### src/rtl/ctrl_pkg.sv
// rtl/ctrl_pkg.sv - shared opcode/funct/ALU encodings and control bundle types
package ctrl_pkg;

    localparam logic [5:0] OP_RTYPE = 6'b000000;
    localparam logic [5:0] OP_LW    = 6'b100011;
    localparam logic [5:0] OP_SW    = 6'b101011;
    localparam logic [5:0] OP_BEQ   = 6'b000100;
    localparam logic [5:0] OP_BNE   = 6'b000101;
    localparam logic [5:0] OP_ADDI  = 6'b001000;
    localparam logic [5:0] OP_SLTI  = 6'b001010;
    localparam logic [5:0] OP_ANDI  = 6'b001100;
    localparam logic [5:0] OP_ORI   = 6'b001101;
    localparam logic [5:0] OP_J     = 6'b000010;

    localparam logic [5:0] FN_ADD = 6'b100000;
    localparam logic [5:0] FN_SUB = 6'b100010;
    localparam logic [5:0] FN_AND = 6'b100100;
    localparam logic [5:0] FN_OR  = 6'b100101;
    localparam logic [5:0] FN_SLT = 6'b101010;
    localparam logic [5:0] FN_NOR = 6'b100111;

    localparam logic [2:0] ALU_AND = 3'b000;
    localparam logic [2:0] ALU_OR  = 3'b001;
    localparam logic [2:0] ALU_ADD = 3'b010;
    localparam logic [2:0] ALU_NOR = 3'b100;
    localparam logic [2:0] ALU_SUB = 3'b110;
    localparam logic [2:0] ALU_SLT = 3'b111;

    typedef struct packed {
        logic       reg_write;
        logic       reg_dst;
        logic       alu_src;
        logic       zero_ext;
        logic       mem_write;
        logic       mem_to_reg;
        logic [2:0] alu_control;
    } ctrl_bundle_t;

    // Only the fields still consumed after EX travel further down the pipe.
    typedef struct packed {
        logic reg_write;
        logic mem_write;
        logic mem_to_reg;
    } mem_bundle_t;

    typedef struct packed {
        logic reg_write;
        logic mem_to_reg;
    } wb_bundle_t;

    localparam ctrl_bundle_t CTRL_BUBBLE = '0;

endpackage

### src/rtl/ctrl_decoder.sv
// rtl/ctrl_decoder.sv - combinational opcode/funct decode into a control bundle
import ctrl_pkg::*;

module ctrl_decoder #(
    parameter int EXT_ISA = 1
) (
    input  logic [5:0]   opcode,
    input  logic [5:0]   funct,
    input  logic         id_valid,
    output ctrl_bundle_t ctrl,
    output logic         branch_eq,
    output logic         branch_ne,
    output logic         jump,
    output logic         illegal
);

    logic         legal;
    logic         beq;
    logic         bne;
    logic         jmp;
    ctrl_bundle_t raw;

    // Decode opcode/funct; extended instructions are legal only when EXT_ISA is set.
    always_comb begin
        raw   = CTRL_BUBBLE;
        legal = 1'b1;
        beq   = 1'b0;
        bne   = 1'b0;
        jmp   = 1'b0;
        case (opcode)
            OP_RTYPE: begin
                raw.reg_write = 1'b1;
                raw.reg_dst   = 1'b1;
                case (funct)
                    FN_ADD:  raw.alu_control = ALU_ADD;
                    FN_SUB:  raw.alu_control = ALU_SUB;
                    FN_AND:  raw.alu_control = ALU_AND;
                    FN_OR:   raw.alu_control = ALU_OR;
                    FN_SLT:  raw.alu_control = ALU_SLT;
                    FN_NOR: begin
                        if (EXT_ISA != 0) raw.alu_control = ALU_NOR;
                        else              legal = 1'b0;
                    end
                    default: legal = 1'b0;
                endcase
            end
            OP_LW: begin
                raw.reg_write   = 1'b1;
                raw.alu_src     = 1'b1;
                raw.mem_to_reg  = 1'b1;
                raw.alu_control = ALU_ADD;
            end
            OP_SW: begin
                raw.alu_src     = 1'b1;
                raw.mem_write   = 1'b1;
                raw.alu_control = ALU_ADD;
            end
            OP_BEQ: begin
                raw.alu_control = ALU_SUB;
                beq             = 1'b1;
            end
            OP_ADDI: begin
                raw.reg_write   = 1'b1;
                raw.alu_src     = 1'b1;
                raw.alu_control = ALU_ADD;
            end
            OP_BNE: begin
                if (EXT_ISA != 0) begin
                    raw.alu_control = ALU_SUB;
                    bne             = 1'b1;
                end else begin
                    legal = 1'b0;
                end
            end
            OP_SLTI: begin
                raw.reg_write   = 1'b1;
                raw.alu_src     = 1'b1;
                raw.alu_control = ALU_SLT;
                if (EXT_ISA == 0) legal = 1'b0;
            end
            OP_ANDI: begin
                raw.reg_write   = 1'b1;
                raw.alu_src     = 1'b1;
                raw.zero_ext    = 1'b1;
                raw.alu_control = ALU_AND;
                if (EXT_ISA == 0) legal = 1'b0;
            end
            OP_ORI: begin
                raw.reg_write   = 1'b1;
                raw.alu_src     = 1'b1;
                raw.zero_ext    = 1'b1;
                raw.alu_control = ALU_OR;
                if (EXT_ISA == 0) legal = 1'b0;
            end
            OP_J: begin
                if (EXT_ISA != 0) jmp   = 1'b1;
                else              legal = 1'b0;
            end
            default: legal = 1'b0;
        endcase
    end

    // Undecodable instructions collapse to a bubble so nothing downstream writes.
    assign ctrl      = legal ? raw : CTRL_BUBBLE;
    assign branch_eq = id_valid & legal & beq;
    assign branch_ne = id_valid & legal & bne;
    assign jump      = id_valid & legal & jmp;
    assign illegal   = id_valid & ~legal;

endmodule

### src/rtl/control_pipe.sv
// rtl/control_pipe.sv - pipelined control unit with ID/EX, EX/MEM, MEM/WB stage registers
import ctrl_pkg::*;

module control_pipe #(
    parameter int ALU_CTRL_W = 3,
    parameter int EXT_ISA    = 1,
    parameter int ILL_CNT_W  = 8
) (
    input  logic                  clk,
    input  logic                  rst_n,
    input  logic [5:0]            opcode,
    input  logic [5:0]            funct,
    input  logic                  id_valid,
    input  logic                  stall_id,
    input  logic                  flush_ex,
    output logic                  id_branch_eq,
    output logic                  id_branch_ne,
    output logic                  id_jump,
    output logic                  id_illegal,
    output logic [ALU_CTRL_W-1:0] ex_alu_control,
    output logic                  ex_alu_src,
    output logic                  ex_zero_ext,
    output logic                  ex_reg_dst,
    output logic                  ex_mem_to_reg,
    output logic                  ex_reg_write,
    output logic                  mem_mem_write,
    output logic                  mem_mem_to_reg,
    output logic                  mem_reg_write,
    output logic                  wb_mem_to_reg,
    output logic                  wb_reg_write,
    output logic [ILL_CNT_W-1:0]  ill_count
);

    ctrl_bundle_t dec_ctrl;
    ctrl_bundle_t id_ex;
    mem_bundle_t  ex_mem;
    wb_bundle_t   mem_wb;
    logic         load_bubble;

    ctrl_decoder #(
        .EXT_ISA (EXT_ISA)
    ) u_decoder (
        .opcode    (opcode),
        .funct     (funct),
        .id_valid  (id_valid),
        .ctrl      (dec_ctrl),
        .branch_eq (id_branch_eq),
        .branch_ne (id_branch_ne),
        .jump      (id_jump),
        .illegal   (id_illegal)
    );

    assign load_bubble = ~id_valid | id_illegal | stall_id | flush_ex;

    // Advance the three stage registers; only ID/EX can take a bubble.
    always_ff @(posedge clk) begin
        if (!rst_n) begin
            id_ex  <= CTRL_BUBBLE;
            ex_mem <= '0;
            mem_wb <= '0;
        end else begin
            id_ex             <= load_bubble ? CTRL_BUBBLE : dec_ctrl;
            ex_mem.reg_write  <= id_ex.reg_write;
            ex_mem.mem_write  <= id_ex.mem_write;
            ex_mem.mem_to_reg <= id_ex.mem_to_reg;
            mem_wb.reg_write  <= ex_mem.reg_write;
            mem_wb.mem_to_reg <= ex_mem.mem_to_reg;
        end
    end

    // Saturating illegal counter; a stalled instruction is counted when it finally leaves ID.
    always_ff @(posedge clk) begin
        if (!rst_n) begin
            ill_count <= '0;
        end else if (id_illegal && !stall_id && (ill_count != {ILL_CNT_W{1'b1}})) begin
            ill_count <= ill_count + 1'b1;
        end
    end

    assign ex_alu_control = ALU_CTRL_W'(id_ex.alu_control);
    assign ex_alu_src     = id_ex.alu_src;
    assign ex_zero_ext    = id_ex.zero_ext;
    assign ex_reg_dst     = id_ex.reg_dst;
    assign ex_mem_to_reg  = id_ex.mem_to_reg;
    assign ex_reg_write   = id_ex.reg_write;
    assign mem_mem_write  = ex_mem.mem_write;
    assign mem_mem_to_reg = ex_mem.mem_to_reg;
    assign mem_reg_write  = ex_mem.reg_write;
    assign wb_mem_to_reg  = mem_wb.mem_to_reg;
    assign wb_reg_write   = mem_wb.reg_write;

endmodule
### config.mk
export PLATFORM = sky130hd
export DESIGN_NAME = control_pipe
export DESIGN_NICKNAME = d
export VERILOG_FILES = /design/src/rtl/ctrl_pkg.sv /design/src/rtl/ctrl_decoder.sv /design/src/rtl/control_pipe.sv
export SDC_FILE = /design/constraint.sdc
export NUM_CORES = 1
export LEC_CHECK = 0
export CORE_UTILIZATION = 30
export DETAILED_ROUTE_END_ITERATION = 10
export PLACE_DENSITY = 0.54
export SLEW_MARGIN = 20
export SYNTH_ARGS = -nofsm -noshare
export SYNTH_HDL_FRONTEND = slang
export SYNTH_SLANG_ARGS = --single-unit
export TNS_END_PERCENT = 30
### constraint.sdc
create_clock -name clk -period 3.13 [get_ports clk]
set_input_delay 0.626 -clock clk [delete_from_list [all_inputs] [get_ports clk]]
set_output_delay 0.626 -clock clk [all_outputs]
set_load 0.02 [all_outputs]
### Word level (Yosys, flattened, before mapping)

Cells that the tools add are included.

* add/sub/neg operators: 1
* eq/ne operators: 16
* multiplexer cells: 13
* bitwise gates (word level): 11
* reduce and logical (&&, ||, !) cells: 12

Operator list (count)
* $eq 6x6->1 const B: 8
* $pmux 3 s5: 2
* $eq 6x4->1 const B: 4
* $reduce_or 6->1: 3
* $eq 6x3->1 const B: 2
* $mux 1: 10
* $reduce_or 9->1: 1
* $add 8x1->8 const B: 1
* $ne 8x8->1 const B: 1
* $eq 6x2->1 const B: 1
* $logic_not 6->1: 1
* $reduce_or 3->1: 2
* $and 1x1->1: 5
* $reduce_or 2->1: 2
* $not 1->1: 3
* $or 1x1->1: 3
* $logic_and 1x1->1: 2
* $pmux 1 s2: 1
* $logic_not 1->1: 1

* bits in registers: 22
* input port bits: 17
* output and inout port bits: 25
* word-level logic and storage cells: 66

### Longest topological paths before layout

Gate-level depths: netlist (run 1).

* depth in word-level cells: 10
* depth in mapped cells: 7
* mapped depth without buffers: 6

### By module

From an unflattened synthesis (run 1), not the netlist that was laid out.

* cells, all modules: 136
* area total of the unflattened synthesis: 1229.9 sq um

Modules (own cells, without submodules)
* control_pipe: times used 1, cells each 80, area each 863.3 sq um, seq. area each 440.4 sq um
* ctrl_decoder: times used 1, cells each 56, area each 366.6 sq um, seq. area each 0.0 sq um

### Worst setup path after synthesis (run 1)

OpenSTA, ideal clock, no wires.

* path kind: in2out
* from: input port opcode[1]
* to: output port id_branch_eq
* arrival: 1.910 ns
* data required time: 2.504 ns
* slack: 0.594 ns
* stages on the path: 7
* buffers on the path: 1
* path through: buf_6 > nand2b_1 > o22a_1 > a21oi_2 > or2_4 > and2_1 > and4b_1

* word-level cells in the longest chain between the ends: 5
* elaborated cells between the ends (all ways): 15
* those cells by class: 9 x eq/ne; 2 x mux; 2 x bitwise; 2 x reduce/logical

Ends and longest elaborated chain
* start: declaration: line control_pipe.sv:11 `input logic [5:0] opcode,`
* $eq 6x3->1 (tied with other cells): line ctrl_decoder.sv:30 `case (opcode)`
* $reduce_or 9->1 (no line)
* $pmux 1 s2: line ctrl_decoder.sv:30
* $and 1x1->1: line ctrl_decoder.sv:105 `assign branch_eq = id_valid & legal & beq;`
* $and 1x1->1 (*): line ctrl_decoder.sv:105
* end: declaration: line control_pipe.sv:16 `output logic id_branch_eq,`

Mark *: on every way between the ends. The rest lies on a longest branch, timed or not.

### Worst setup path after layout (run 1)

* from: input port funct[1]
* to: output port id_branch_eq

* word-level cells in the longest chain between the ends: 6
* elaborated cells between the ends (all ways): 11
* those cells by class: 6 x eq/ne; 2 x mux; 2 x bitwise; 1 x reduce/logical

Ends and longest elaborated chain
* start: declaration: line control_pipe.sv:12 `input logic [5:0] funct,`
* $eq 6x6->1: line ctrl_decoder.sv:34 `case (funct)`
* $reduce_or 6->1 (no line) (*)
* $mux 1 (*)
* $pmux 1 s2 (*): line ctrl_decoder.sv:30
* $and 1x1->1 (*) (2 in series): line ctrl_decoder.sv:105

Marks and branches as above.

==> results of run 1 <==
## path summary, 6_finish.rpt
path / endpoint / slack (ps) / depth (start not counted)
setup / recovery: id_branch_eq / 150 / 8
hold reg to reg: mem_mem_write$_SDFF_PN0_ / 430 / 1
hold / removal: mem_mem_write$_SDFF_PN0_ / 430 / 1
setup reg to reg: ill_count[7]$_SDFFE_PN0P_ / 1400 / 6
## cells by family after synthesis
group                    count (synthesis)  share of synthesized area [%]
AO/OA/AOI/OAI                           19                           10.2
flip-flops                              22                           37.5
multiplexers                             4                           3.41
XOR/XNOR                                 2                           1.49
buffers and inverters                   11                           5.33
adder cells (fa/ha/maj)                  1                           1.07
AND/OR/NAND/NOR                         76                           40.9
## cells in the final DEF, fill, tap and decap left out, types with 2 or more instances in the layout
cell type | netlist | layout
nor3_2 | 2 | 2
nand4_1 | 3 | 3
buf_2 | 2 | 2
dfxtp_1 | 22 | 22
nor2_1 | 14 | 14
nand3_1 | 2 | 2
o21ai_0 | 6 | 6
nor3b_2 | 3 | 3
nand2b_1 | 5 | 5
dlygate4sd2_1 | 0 | 4
buf_4 | 3 | 27
and3_1 | 4 | 4
nor3_1 | 2 | 2
clkdlybuf4s50_1 | 0 | 33
and4_1 | 3 | 3
clkbuf_8 | 0 | 4
mux2i_1 | 4 | 4
and2_1 | 9 | 9
inv_1 | 3 | 3
xor2_1 | 2 | 2
a21oi_1 | 4 | 4
nor2b_1 | 3 | 3
nand2_1 | 14 | 14
## power by group through the flow
stage	Clock (mW)	Combinational (mW)	Sequential [mW]
after CTS	0.208	0.102	0.283
final	0.198	0.102	0.283
after detailed placement	0	0.104	0.290
after floorplan	0	0.0412	0.292
after global routing	0.219	0.112	0.284
after global placement	0	0.103	0.290
## worst max-delay path, cell delays in order
cell	delay, ps
clkdlybuf4s50_1	470
and2b_1	200
o31ai_2	210
and3_4	210
or2_4	100
and2_1	170
and4b_1	210
buf_2	160
## cell type report
cell class                 instances  area [µm²]
fill                             391        1880
multi-input combinational        102         676
timing repair buffer              68         596
sequential                        22         440
tap                               48        60.1
clock buffer                       4        55.1
inverter                           3        11.3
## layer usage
| metal | wire length, µm | part of all wire (%) |
|---|---|---|
| met5 | 0 | 0 |
| met1 | 1320 | 45 |
| met2 | 1540 | 52 |
| met3 | 78 | 2.6 |
| met4 | 27 | 0.91 |
## through the flow
step / area (µm²) / utilization (%) / power, mW / TNS [ps] / std cells
global route: 1840 / 49.5 / 0.615 / 0 / 247
global placement: 1800 / 48.3 / 0.393 / -1350 / 243
floorplan: 1170 / - / 0.333 / 0 / 135
detailed placement: 1800 / 48.3 / 0.394 / -1240 / 243
CTS: 1850 / 49.7 / 0.593 / 0 / 247
finish: 1840 / 49.5 / 0.583 / 0 / 247
==> results.md, run 1 <==
- Outcome: completed
- Min-Delay Path Class: reg2reg
- Ratio of cells with drive above 1 in the final layout: 23.6%
- Max VDD drop: approximately 130 µV
- DRC viols: 0
- Nets: 218
- Clock sink count: 22
- Psw: 135 µW
- Crit Path Class: in2out
- Post-synth EDFFs: 0
- CP Data Required Time: 2500 ps
- RSZ-0062 raised after global routing: no
- Leakage: 0.773 nW
- Grt met1 use: between 10% and 20%
- Die Wd: 64.5 µm
- Worst R2R Start: ill_count[0]$_SDFFE_PN0P_
- Internal power: 449 µW
- Post-CTS setup buffer count: 0
- Dpl hpwl: 2380 µm
- Syn. warnings: 0
- Clk pwr share: 33.9%
- Syn-to-layout area delta: 56.6%
- Std-Cell Core Area: around 3700 µm²
- Cts repair resizes: 12
- Top cells by count, synth: dfxtp_1, nand2_1, nor2_1
- Die height: 64.5 µm
- Part of the Yosys area used for sequential elements: 37.5%
- Setup ws final: 146 ps
- Biggest register: ill_count
- Die outline area: 4170 µm²
- Max Slew Vio Count: 0
- Vias/cell: roughly 4.8
- TritonCTS clock tree: yes
- M3 GR Usage: under 10%
- Reg power frac: 48.5%
- Unique masters post-synth: 44
- Ant diodes: 0
- Iteration-0 DRC Markers: 31
- Routability cong.: 0.901
- Max Cap Violations: 0
- Setup-failing EPs final: 0
- CP max FO: 3
- Synth Flop Type: dfxtp_1
- IO Port Bufs: 41
- Gate power share: between 15 and 20%
- Ys async rst share: 0%
- Avg Inst Size Synth: 8.69 µm²
- Vias: 1183
- CP Launch Point: funct[1]
- Post-Place Setup Slack: -333 ps
- Crit. End Element: output port
- Tmin final: 2980 ps
- Clk Latency, worst-skew pair: ~250 ps
- Busiest layer in global routing: met2
- CTS Buffer Depth: 2
- Hold Buf Count CTS: 0
- Flops & latches, synth: 22
- Starting Density: 31.6%
- Total track usage: about 16%
- Final hold vios: 0
- Initial antenna violation count: 0
- Data arrival time of the worst path: 2360 ps
- Mapped cell area: 1170 µm²
- Largest net degree at the start of global routing: 20
- Final wirelength: 2970 µm
- Skew final: 1.26 ps
- Remaining antenna violation count after routing: 0
- Drt pass-1 iters: 4
- Routed len/inst: roughly 12 µm
- Cts bufs inserted: 3
- Overflow after GRT: 0
- Row count: 22
- Max reg flops: 8
- Syn_nets: 153
- Slew margin rel.: 59.0%
- Mapped Cells: 135
- Met2 global-route usage: 28.8%
- Fmax: between 0.3 and 0.4 GHz
- Worst Setup Start Kind: primary input
- Root Buffer: clkbuf_8
- Switching share of power: between 20 and 25%
- Share of the synthesized area in the top cell type: roughly 38%
- First-pass GRT wire length: 5110 µm
- H-tree levels: 1
- Least-Margin Pin Slew: between 600 and 700 ps
- Count leader, synth: dfxtp_1
- Pwr dens: roughly 320 nW/µm²
- Vias in the first global route: roughly 1200
- # IOs: 42
- Synth area leader: dfxtp_1
- Hold_ws: 435 ps
- Final period utilization: about 95%
- Dominant cells by area after synthesis: dfxtp_1, and2_1, nand2_1
- Clock transition at the registers of the reported paths: roughly 70 ps
- Worst hold start: id_ex[4]$_SDFF_PP0_
(Power assumes the default switching activity.)
==> run 2: changes to the inputs <==
--- a/config.mk
+++ b/config.mk
@@ -5,9 +5,9 @@
 export SDC_FILE = /design/constraint.sdc
 export NUM_CORES = 1
 export LEC_CHECK = 0
-export CORE_UTILIZATION = 30
+export CORE_UTILIZATION = 25
 export DETAILED_ROUTE_END_ITERATION = 10
-export PLACE_DENSITY = 0.54
+export PLACE_DENSITY = 0.47
 export SLEW_MARGIN = 20
 export SYNTH_ARGS = -nofsm -noshare
 export SYNTH_HDL_FRONTEND = slang
==> run 2 against run 1 <==
  * The flow now finishes with violations (design-rule violations)
  * Non-clock buffer count shrank 3
  * Critical path depth unchanged
  * Combinational power down 3%
  * First-iteration DRC count rose by 58%
  * Global-route usage shrank 2.7 points
  * Clock skew increased by 2.4 ps
  * Wire length fell by 1.3%
  * Clock power increased by 32%
  * Worst setup slack worse by 120 ps
  * Via count down 1.9%
  * Sequential power hardly changed
  * Critical endpoint is now id_jump
  * Largest cell class unchanged
  * Largest power group unchanged
  * Highest routed layer unchanged
==> results.md, run 2 (synthesis results as in run 1) <==
- Largest net degree at the start of global routing: 20
- Final period utilization: 99.1%
- Std-Cell Core Area: 4440 µm²
- Dpl hpwl: 2380 µm
- Most frequent cells in the layout: clkdlybuf4s50_1, buf_4, dfxtp_1, nor2_1, nand2_1
- Min-Delay Path Class: reg2reg
- TritonCTS clock tree: yes
- CP max FO: 3
- Clock sink count: 22
- Overflow after GRT: 0
- Outcome: complete, but fails checks
- Worst hold start: id_ex[4]$_SDFF_PP0_
- Die Wd: 70.5 µm
- Initial antenna violation count: 0
- Worst Setup Start Kind: primary input
- Row count: 24
- Slowest stage delay, CP: 470 ps
- Sum Neg Setup Slack: 0 ps
- Slew margin rel.: 58.1%
- Die outline area: between 4000 and 5000 µm²
- Routed len/inst: 11.8 µm
- Ratio of cells with drive above 1 in the final layout: a little over a fifth
- Skew final: 3.67 ps
- Fmax: 0.322 GHz
- Setup-failing EPs final: 0
- CP Launch Point: funct[1]
- Violated checks: design-rule violations
- Power, Total: 643 µW
- Data arrival time of the worst path: 2480 ps
- Vias in the first global route: 1165
- Area of the multi-input gates: 671 µm²
- Leakage: 0.754 nW
- Cts bufs inserted: 3
- Syn-to-layout area delta: 56.2%
- Area post-placement: 1780 µm²
- Root Buffer: clkbuf_8
- Max VDD drop: 145 µV
- Iteration-0 DRC Markers: between 40 and 50
- Crit Path Class: in2out
- Clock transition at the registers of the reported paths: roughly 80 ps
- Hold Buf Count CTS: 0
- Cell count after placement: about 240
- Vias/cell: 4.68
- Fillers: 451
- CTS Buffer Depth: 2
- Least-Margin Pin Slew: between 600 and 700 ps
- Tmin final: 3100 ps
- Nets: approximately 220
- Worst R2R Start: ill_count[0]$_SDFFE_PN0P_
- DRC viols: 8
- Total track usage: about an eighth
- Vias: 1160
- Starting Density: 26.4%
- IO Port Bufs: 41
- Remaining antenna violation count after routing: 0
- Crit. End Element: output port
- Routability cong.: between 0.9 and 1
- Post-layout instance area: about 1800 µm²
- Final wirelength: 2930 µm
- RSZ-0062 raised after global routing: yes
- Clk Latency, worst-skew pair: between 200 and 300 ps
- FF/Latch Area: approximately 440 µm²
- H-tree levels: 1
- First-pass GRT wire length: 5090 µm
- Pwr dens: 351 nW/µm²
- Layout Utilization: 41.2%
- Most common cell after layout, fill and taps aside: clkdlybuf4s50_1
- # IOs: 42
- Max Slew Vio Count: 0
- Biggest register: ill_count
- Worst path cell trace: clkdlybuf4s50_1, and2b_1, o31ai_1, and3_4, or2_4, and2_1, and3_1, clkdlybuf4s15_1
- Max Cap Violations: 0
- Drt pass-1 iters: 7
- CP Data Required Time: 2500 ps
- Die height: 70.5 µm
- Ant diodes: 0
- Max reg flops: 8
- Final hold vios: 0
- Worst path slowest cell: clkdlybuf4s50_1
- Non-Filler Instances: 248
-- run 2: changes by cell type in the layout (fill, tap and decap cells not counted) --
cell and delta:
o31ai_2 -1, clkbuf_8 -1, dlymetal6s2s_1 -1, clkdlybuf4s15_1 +1, buf_2 -2, o31ai_1 +1
buf_4 -3, dlygate4sd2_1 +1, clkbuf_2 +1, bufinv_16 +1
-- run 2: final timing paths --
path                                             endpoint  slack (ps)  cells past startpoint
worst min-delay path             mem_mem_write$_SDFF_PN0_         440                      1
worst min register to register   mem_mem_write$_SDFF_PN0_         440                      1
worst max-delay path                              id_jump          30                      8
worst max register to register  ill_count[7]$_SDFFE_PN0P_        1420                      6
-- run 2: final cells by class --
class / instances / share of cell area, %
tap: 52 / 3.55
clock inverter: 1 / 1.64
timing repair buffer: 65 / 31.3
inverter: 3 / 0.614
multi-input combinational: 102 / 36.6
sequential: 22 / 24.0
clock buffer: 3 / 2.25
-- run 2: critical path: cells and delay by family --
| kind | cells | cell delay [ps] |
|---|---|---|
| buffers and inverters | 2 | 780 |
| AOI/OAI and AO/OA | 1 | 230 |
| and+or+nand+nor | 5 | 850 |
-- run 2: per-layer routing --
metal | global-route usage, % | part of all wire (%) | vias to the layer above
li1 | - | - | 595
met1 | 14.6 | 46 | 524
met2 | 23.4 | 49 | 37
met3 | 1.73 | 4.0 | 4
met4 | 6.35 | 1.6 | 0
met5 | 0 | 0 | -
-- run 2: report_power, final --
group	internal [mW]	switching, mW	total (mW)
Sequential	0.281	0.00195	0.283
Clock	0.171	0.0906	0.261
Combinational	0.0527	0.0458	0.0985
Total	0.505	0.138	0.643
-- run 2: timing repair --
item	CTS	global route
buffers inserted	0	0
setup endpoints to repair	4	3
resized for setup	10	3
-- run 2: per-stage QoR --
stage                     setup WS, ps  hold WS [ps]
after CTS                        -18.6           445
after detailed placement          -308           421
after global routing             -74.7           458
final                             28.1           442
after floorplan                    594           412
after global placement            -273           420
==> run 3: changes to the inputs <==
--- a/config.mk
+++ b/config.mk
@@ -6,6 +6,7 @@
 export NUM_CORES = 1
 export LEC_CHECK = 0
 export CORE_UTILIZATION = 25
+export CTS_CLUSTER_SIZE = 28
 export DETAILED_ROUTE_END_ITERATION = 10
 export PLACE_DENSITY = 0.47
 export SLEW_MARGIN = 20
==> results of run 3 <==
Final layout, timing and power as in run 2 (identical DEF).
